--- src/rtl/dm_pkg.sv ---
// Shared types for the data-memory arbiter.
// MemOp codes, FSM states and the latched request bundle.
package dm_pkg;

  localparam logic [2:0] MEMOP_W  = 3'b000;
  localparam logic [2:0] MEMOP_H  = 3'b001;
  localparam logic [2:0] MEMOP_HU = 3'b010;
  localparam logic [2:0] MEMOP_B  = 3'b011;
  localparam logic [2:0] MEMOP_BU = 3'b100;

  typedef enum logic [1:0] {
    ST_IDLE  = 2'd0,
    ST_ISSUE = 2'd1,
    ST_RESP  = 2'd2
  } dm_state_t;

  typedef struct packed {
    logic        we;
    logic [2:0]  memop;
    logic [31:0] addr;
    logic [31:0] wd;
    logic [31:0] pc;
    logic        owner;
  } dm_req_t;

endpackage

--- src/rtl/dm_align_chk.sv ---
// Opcode, alignment and range check for a DM access.
// Ports: memop, addr in; err out (combinational).
module dm_align_chk
  import dm_pkg::*;
#(
  parameter int unsigned DM_BYTES = 16384
) (
  input  logic [2:0]  memop,
  input  logic [31:0] addr,
  output logic        err
);

  logic bad_op;
  logic bad_al;
  logic bad_rng;

  always_comb begin
    bad_op = 1'b0;
    bad_al = 1'b0;
    unique case (memop)
      MEMOP_W:           bad_al = addr[1:0] != 2'b00;
      MEMOP_H, MEMOP_HU: bad_al = addr[0];
      MEMOP_B, MEMOP_BU: bad_al = 1'b0;
      default:           bad_op = 1'b1;
    endcase
  end

  assign bad_rng = addr >= 32'(DM_BYTES);
  assign err     = bad_op | bad_al | bad_rng;

endmodule

--- src/rtl/dm_arbiter.sv ---
// Two-port (CPU/DMA) arbiter in front of the data memory.
// req/gnt accept, ISSUE drives dm_*, RESP pulses done/err with rdata.
module dm_arbiter
  import dm_pkg::*;
#(
  parameter bit          ROUND_ROBIN = 1'b1,
  parameter int unsigned DM_BYTES    = 16384
) (
  input  logic        clk,
  input  logic        reset,
  input  logic        req0,
  input  logic        req1,
  input  logic        we0,
  input  logic        we1,
  input  logic [2:0]  memop0,
  input  logic [2:0]  memop1,
  input  logic [31:0] addr0,
  input  logic [31:0] addr1,
  input  logic [31:0] wd0,
  input  logic [31:0] wd1,
  input  logic [31:0] pc0,
  input  logic [31:0] pc1,
  output logic        gnt0,
  output logic        gnt1,
  output logic        done0,
  output logic        done1,
  output logic        err0,
  output logic        err1,
  output logic [31:0] rdata,
  output logic        dm_we,
  output logic [2:0]  dm_memop,
  output logic [31:0] dm_addr,
  output logic [31:0] dm_wd,
  output logic [31:0] dm_pc,
  input  logic [31:0] dm_rd
);

  dm_state_t state;
  dm_req_t   lat;
  dm_req_t   nxt;
  logic      last;
  logic      pick;
  logic      idle;
  logic      chk_err;

  assign idle = state == ST_IDLE;

  // pick = 1 selects the DMA; ties go to whoever was not served last
  always_comb begin
    if (req0 && req1)
      pick = ROUND_ROBIN ? ~last : 1'b0;
    else
      pick = req1;
  end

  assign gnt0 = idle & req0 & ~pick;
  assign gnt1 = idle & req1 & pick;

  always_comb begin
    if (pick)
      nxt = '{we1, memop1, addr1, wd1, pc1, 1'b1};
    else
      nxt = '{we0, memop0, addr0, wd0, pc0, 1'b0};
  end

  dm_align_chk #(
    .DM_BYTES (DM_BYTES)
  ) u_chk (
    .memop (lat.memop),
    .addr  (lat.addr),
    .err   (chk_err)
  );

  // the latch doubles as the dm_* bus, so it holds outside ISSUE
  assign dm_memop = lat.memop;
  assign dm_addr  = lat.addr;
  assign dm_wd    = lat.wd;
  assign dm_pc    = lat.pc;
  assign dm_we    = (state == ST_ISSUE) & lat.we & ~chk_err;

  always_ff @(posedge clk or negedge reset) begin
    if (!reset) begin
      state <= ST_IDLE;
      lat   <= '0;
      last  <= 1'b1;
      rdata <= '0;
      done0 <= 1'b0;
      done1 <= 1'b0;
      err0  <= 1'b0;
      err1  <= 1'b0;
    end else begin
      done0 <= 1'b0;
      done1 <= 1'b0;
      err0  <= 1'b0;
      err1  <= 1'b0;
      unique case (state)
        ST_IDLE: begin
          if (req0 || req1) begin
            lat   <= nxt;
            last  <= pick;
            state <= ST_ISSUE;
          end
        end
        ST_ISSUE: begin
          rdata <= chk_err ? 32'h0 : dm_rd;
          done0 <= ~lat.owner;
          done1 <= lat.owner;
          err0  <= ~lat.owner & chk_err;
          err1  <= lat.owner & chk_err;
          state <= ST_RESP;
        end
        ST_RESP: state <= ST_IDLE;
        default: state <= ST_IDLE;
      endcase
    end
  end

endmodule

--- config.mk ---
export PLATFORM = sky130hd
export DESIGN_NAME = dm_arbiter
export DESIGN_NICKNAME = d
export VERILOG_FILES = /design/src/rtl/dm_pkg.sv /design/src/rtl/dm_align_chk.sv /design/src/rtl/dm_arbiter.sv
export SDC_FILE = /design/constraint.sdc
export NUM_CORES = 1
export LEC_CHECK = 0
export ABC_CLOCK_PERIOD_IN_PS = 2100
export CORE_AREA = 2 2 146 148
export CTS_BUF_LIST = sky130_fd_sc_hd__clkbuf_16
export DETAILED_ROUTE_END_ITERATION = 10
export DIE_AREA = 0 0 148 150
export PLACE_DENSITY = 0.83
export REMOVE_ABC_BUFFERS = 1
export SYNTH_ARGS = -nofsm -noshare
export SYNTH_HDL_FRONTEND = slang
export SYNTH_SLANG_ARGS = --single-unit
--- constraint.sdc ---
create_clock -name clk -period 2.1 [get_ports clk]
set_input_delay 0.315 -clock clk [delete_from_list [all_inputs] [get_ports clk]]
set_output_delay 0.315 -clock clk [all_outputs]
set_load 0.1 [all_outputs]
# Yosys cells after proc, flatten, opt, wreduce, memory -nomap -nowiden
# Cells that the tools add are included.
# op_classes
add_sub_neg	0
mul	0
n_div	0
order_cmp	1
eq_ne	6
shift	0
muxes	11
n_bitwise	14
reduce_logical	8
# ops
cell	n
two-way mux 101 bit	1
greater-or-equal comparator 32 x 15 -> 1 bit (second input constant)	1
two-way mux 32 bit	1
AND 1 bit	8
equality test 3 x 2 -> 1 bit (second input constant)	2
two-way mux 1 bit	6
OR reduction 5 bit	1
NOT 1 bit	4
one-hot mux 2 bit (2 select lines)	1
equality test 3 x 1 -> 1 bit (second input constant)	1
equality test 3 bit (second input constant)	1
logical NOT 3 bit	1
equality test 2 x 1 -> 1 bit (second input constant)	1
logical NOT 2 bit	1
two-way mux 2 bit	1
!= test 2 x 1 -> 1 bit (second input constant)	1
OR 1 bit	2
one-hot mux 1 bit (2 select lines)	1
AND reduction 2 bit	1
nonzero test 2 bit	1
OR reduction 2 bit	1
logical AND 1 bit	1
logical OR 1 bit	1
# word_totals
register_bits	140
latch_bits	0
ram_bits	0
romBits	0
in_bits	236
output_inout_bits	138
elab_cells	53
n_memories	0

# Depth between registers and ports, before layout
# logic_depth
word_depth	7
ltp_mapped	7

# Modules after synthesis
# From an unflattened synthesis, not the netlist that was laid out.
# hier_totals
cells_unflattened	595
area_unflattened_um2	7933.9
# by_module_without_submodules
mod	n_inst	cells_each	area_each_um2
dm_arbiter	1	584	7857.5
dm_align_chk	1	11	76.3

# Worst setup path after synthesis
# No wires, ideal clock.
# synth_timing
path_kind	flip-flop to output port
start	register lat, in the netlist dm_addr[29]
end	output port dm_we
arrival_time_ns	2.741
required_ns	1.785
setup_slack_ns	-0.956
stages_incl_launch_ff	6
n_path_buf	1
path_cell_list	dfrtp_1 or4_1 nor3_2 o2111ai_4 buf_6 nor2_1
# synth_via
elab_chain_cells	4
# synth_rtl
element	line	source
start, declared	dm_arbiter.sv:39	dm_req_t lat;
start signal, assigned	dm_arbiter.sv:99	lat <= nxt;
greater-or-equal comparator 32 x 15 -> 1 bit	dm_align_chk.sv:28	assign bad_rng = addr >= 32'(DM_BYTES);
OR 1 bit	dm_align_chk.sv:29	assign err = bad_op | bad_al | bad_rng;
NOT 1 bit	dm_arbiter.sv:79	assign dm_we = (state == ST_ISSUE) & lat.we & ~chk_err;
AND 1 bit	dm_arbiter.sv:79	
end, declared	dm_arbiter.sv:30	output logic dm_we,
# No other way between the ends.

# Worst setup path after layout
# Ends and elaborated chain as after synthesis.

==> reports/metrics.cfg <==
[timing]
fin_crit_sh_pct=111.1
fin_hold_ws_ps=395.8
rsz0062_at_grt=true
fin_skew_ps=11.34
maxSlewViolCount=0
worst_pin_slew_ps=767.1
period_needed_ps=2334
fin_ws_ps=-234.0
hold_violations=0
finalSetupViolCount=1
max_freq_mhz=428.4
slew_headroom_pct=48.86
fin_setup_tns_ps=-234.0

[detailed_routing]
wl_per_cell_um=16.30
drcViolationCount=0
first_iter_violations=160
viasPerCell=4.547
vias=5865
wirelength_um=21030
antenna_left=0
drt_pre_antenna_iters=4

[clock_tree]
cts.clk_slew.worst_paths_ps=70
cts_buffers=17
cts_setup_buffers=0
clkLatencyLatePin_ps=420
clk_path_buf_depth=2
cts_sinks=140
root_buffer=clkbuf_16
h-tree-depth=4
cts_tree=done

[synth]
synth_edf_count=0
ys_seq_elements=140
synth-adder-area-share_pct=0
synth-xor-area-share_pct=0
ys_types=28
synth-simple-area-share_pct=8.815
synth_compound_area_share_pct=13.34
synth_ff_type=dfrtp_1
synthArstFlopShare_pct=100.0
ys_seq_area_share_pct=48.89
syn_avg_cell_area_um2=10.08
synth_top_family_by_area=buffers and inverters
yosysWarnings=0
syn_inst=711
synth_area_mm2=0.007168
synthMuxAreaShare_pct=13.96

[status]
violations=negative setup slack
status=finished with violations

[worst_setup_path]
slowest_delay_ps=550
critical_path_buf_inv_count=1
critPathMaxFanout=2
required_ps=1780
startpoint_type=flip-flop
slowest_stage=or4_4
crit_chain=or4_4 -> nor3_4 -> o2111ai_4 -> nor2_4 -> buf_12
crit_type=flip-flop to output pin
cp_top_family=simple AND/OR/NAND/NOR gates
arrival_ps=2020
endpoint_kind=output pin

[layout]
fillers=1878
area_delta_synth_final_pct=53.81
layout-drive-gt1-share_pct=24.24
final_common_cell=clkdlybuf4s50_1
final_cell_mix=clkdlybuf4s50_1 (234), buf_4 (166), dfrtp_1 (139), nand2_1 (134), o21ai_0 (101)
n_antenna_cell=0
layout.nets=1238
layout.cells.non_filler=1290
final_util_pct=53.29
final_area_mm2=0.01103

[job]
cap_violations=0

[global_routing]
grt_pass1_vias=5978
grt.overflow.total=0
grt_util_all_layers_pct=18.56
grt_max_degree=66
grt_pass1_wl_um=31820
antenna_found_initial=0

[pwr]
p_per_area_mw_per_mm2=1788
ir_worst_vdd_uv=649.9
p_leak_nw=5.166

[placement]
place_congestion=0.8059
placed_area_mm2=0.01043
dp_cells=1257
dp_hpwl_um=16840
port_buffers=373

[worst_hold_path]
min-delay-path-class=input pin to async pin

[floorplan]
core-area_mm2=0.02069
dieArea_mm2=0.02220
start_util_pct=34.65
io_pins=374
fp.dieW_um=148
rows=53
fp.dieH_um=150

Yosys cell counts (all sizes together), types with 2 or more instances:
master	n	area, um^2
dfrtp	139	3478
clkbuf	20	75.07
buf	122	872.1
nor4	6	37.54
mux2i	100	1001
inv	34	127.6
o31ai	32	384.1
nor2	5	18.77
a21o	2	15.01
o21ai	102	510.5
and2	4	25.02
nand2	134	503.0
a21boi	2	15.02
sequential cells by signal, indices dropped and copies added (netlist names):
| register | flops |
|---|---|
| dm_addr | 32 |
| dm_pc | 32 |
| dm_wd | 32 |
| rdata | 32 |
| dm_memop | 3 |
| lat | 2 |
| state | 2 |
| done0 | 1 |
| done1 | 1 |
| err0 | 1 |
| err1 | 1 |
| last | 1 |
where the power goes:
part	internal (mW)	switching, mW
sequential	3.74	0.647
clock	1.65	1.23
combinational	2.79	9.66
kinds of logic after synthesis:
logic type / Yosys count
multiplexers: 100
flip-flops: 140
AND/OR/NAND/NOR: 155
AO/OA/AOI/OAI: 140
buffers and inverters: 176
worst paths after layout:
kind	startpoint	end	slack [ps]	cells past startpoint
worst max-delay path	dm_addr[29]$_DFFE_PN0P_	dm_we	-230	5
worst max register to register	dm_addr[29]$_DFFE_PN0P_	rdata[0]$_DFFE_PN0N_	70	5
worst min register to register	dm_wd[15]$_DFFE_PN0P_	dm_wd[15]$_DFFE_PN0P_	480	2
worst min-delay path	reset	dm_pc[21]$_DFFE_PN0P_	400	2
max in group asynchronous	reset	dm_memop[0]$_DFFE_PN0P_	990	3
min in group clk	dm_rd[30]	rdata[30]$_DFFE_PN0N_	450	3
layout make-up:
cell class,instances,area (um^2),area share [%]
Clock inverter,15,136.4,1.237
Sequential cell,140,3505,31.79
Multi-Input combinational cell,395,2638,23.92
Inverter,34,127.6,1.158
Tap cell,275,344.1,3.121
Timing Repair Buffer,414,3850,34.92
Clock buffer,17,425.4,3.858
through the flow:
stage                     power, mW  worst slack [ps]
after floorplan               10.83             -8673
after global placement        16.78             8.371
after detailed placement      16.93            -18.62
after CTS                     19.90            -336.2
after global routing          20.56            -348.5
final                         19.72            -234.0
per-layer routing:
layer	vias up	GRT usage, %	part of all wire [%]
li1	2871	-	-
met1	2732	21.11	39
met2	226	32.59	51
met3	36	5.762	7.8
met4	0	7.333	2.7
met5	-	0	0
repair_timing:
| item | in CTS | in global routing |
|---|---|---|
| endpoints found under the setup margin | 1 | 35 |
| hold endpoints to repair | 42 | 0 |
| resized for setup | 4 | 1 |
| hold buffers | 1 | 0 |
| pin swaps | 3 | 3 |
Note: power is estimated with default switching activity, not from simulation.
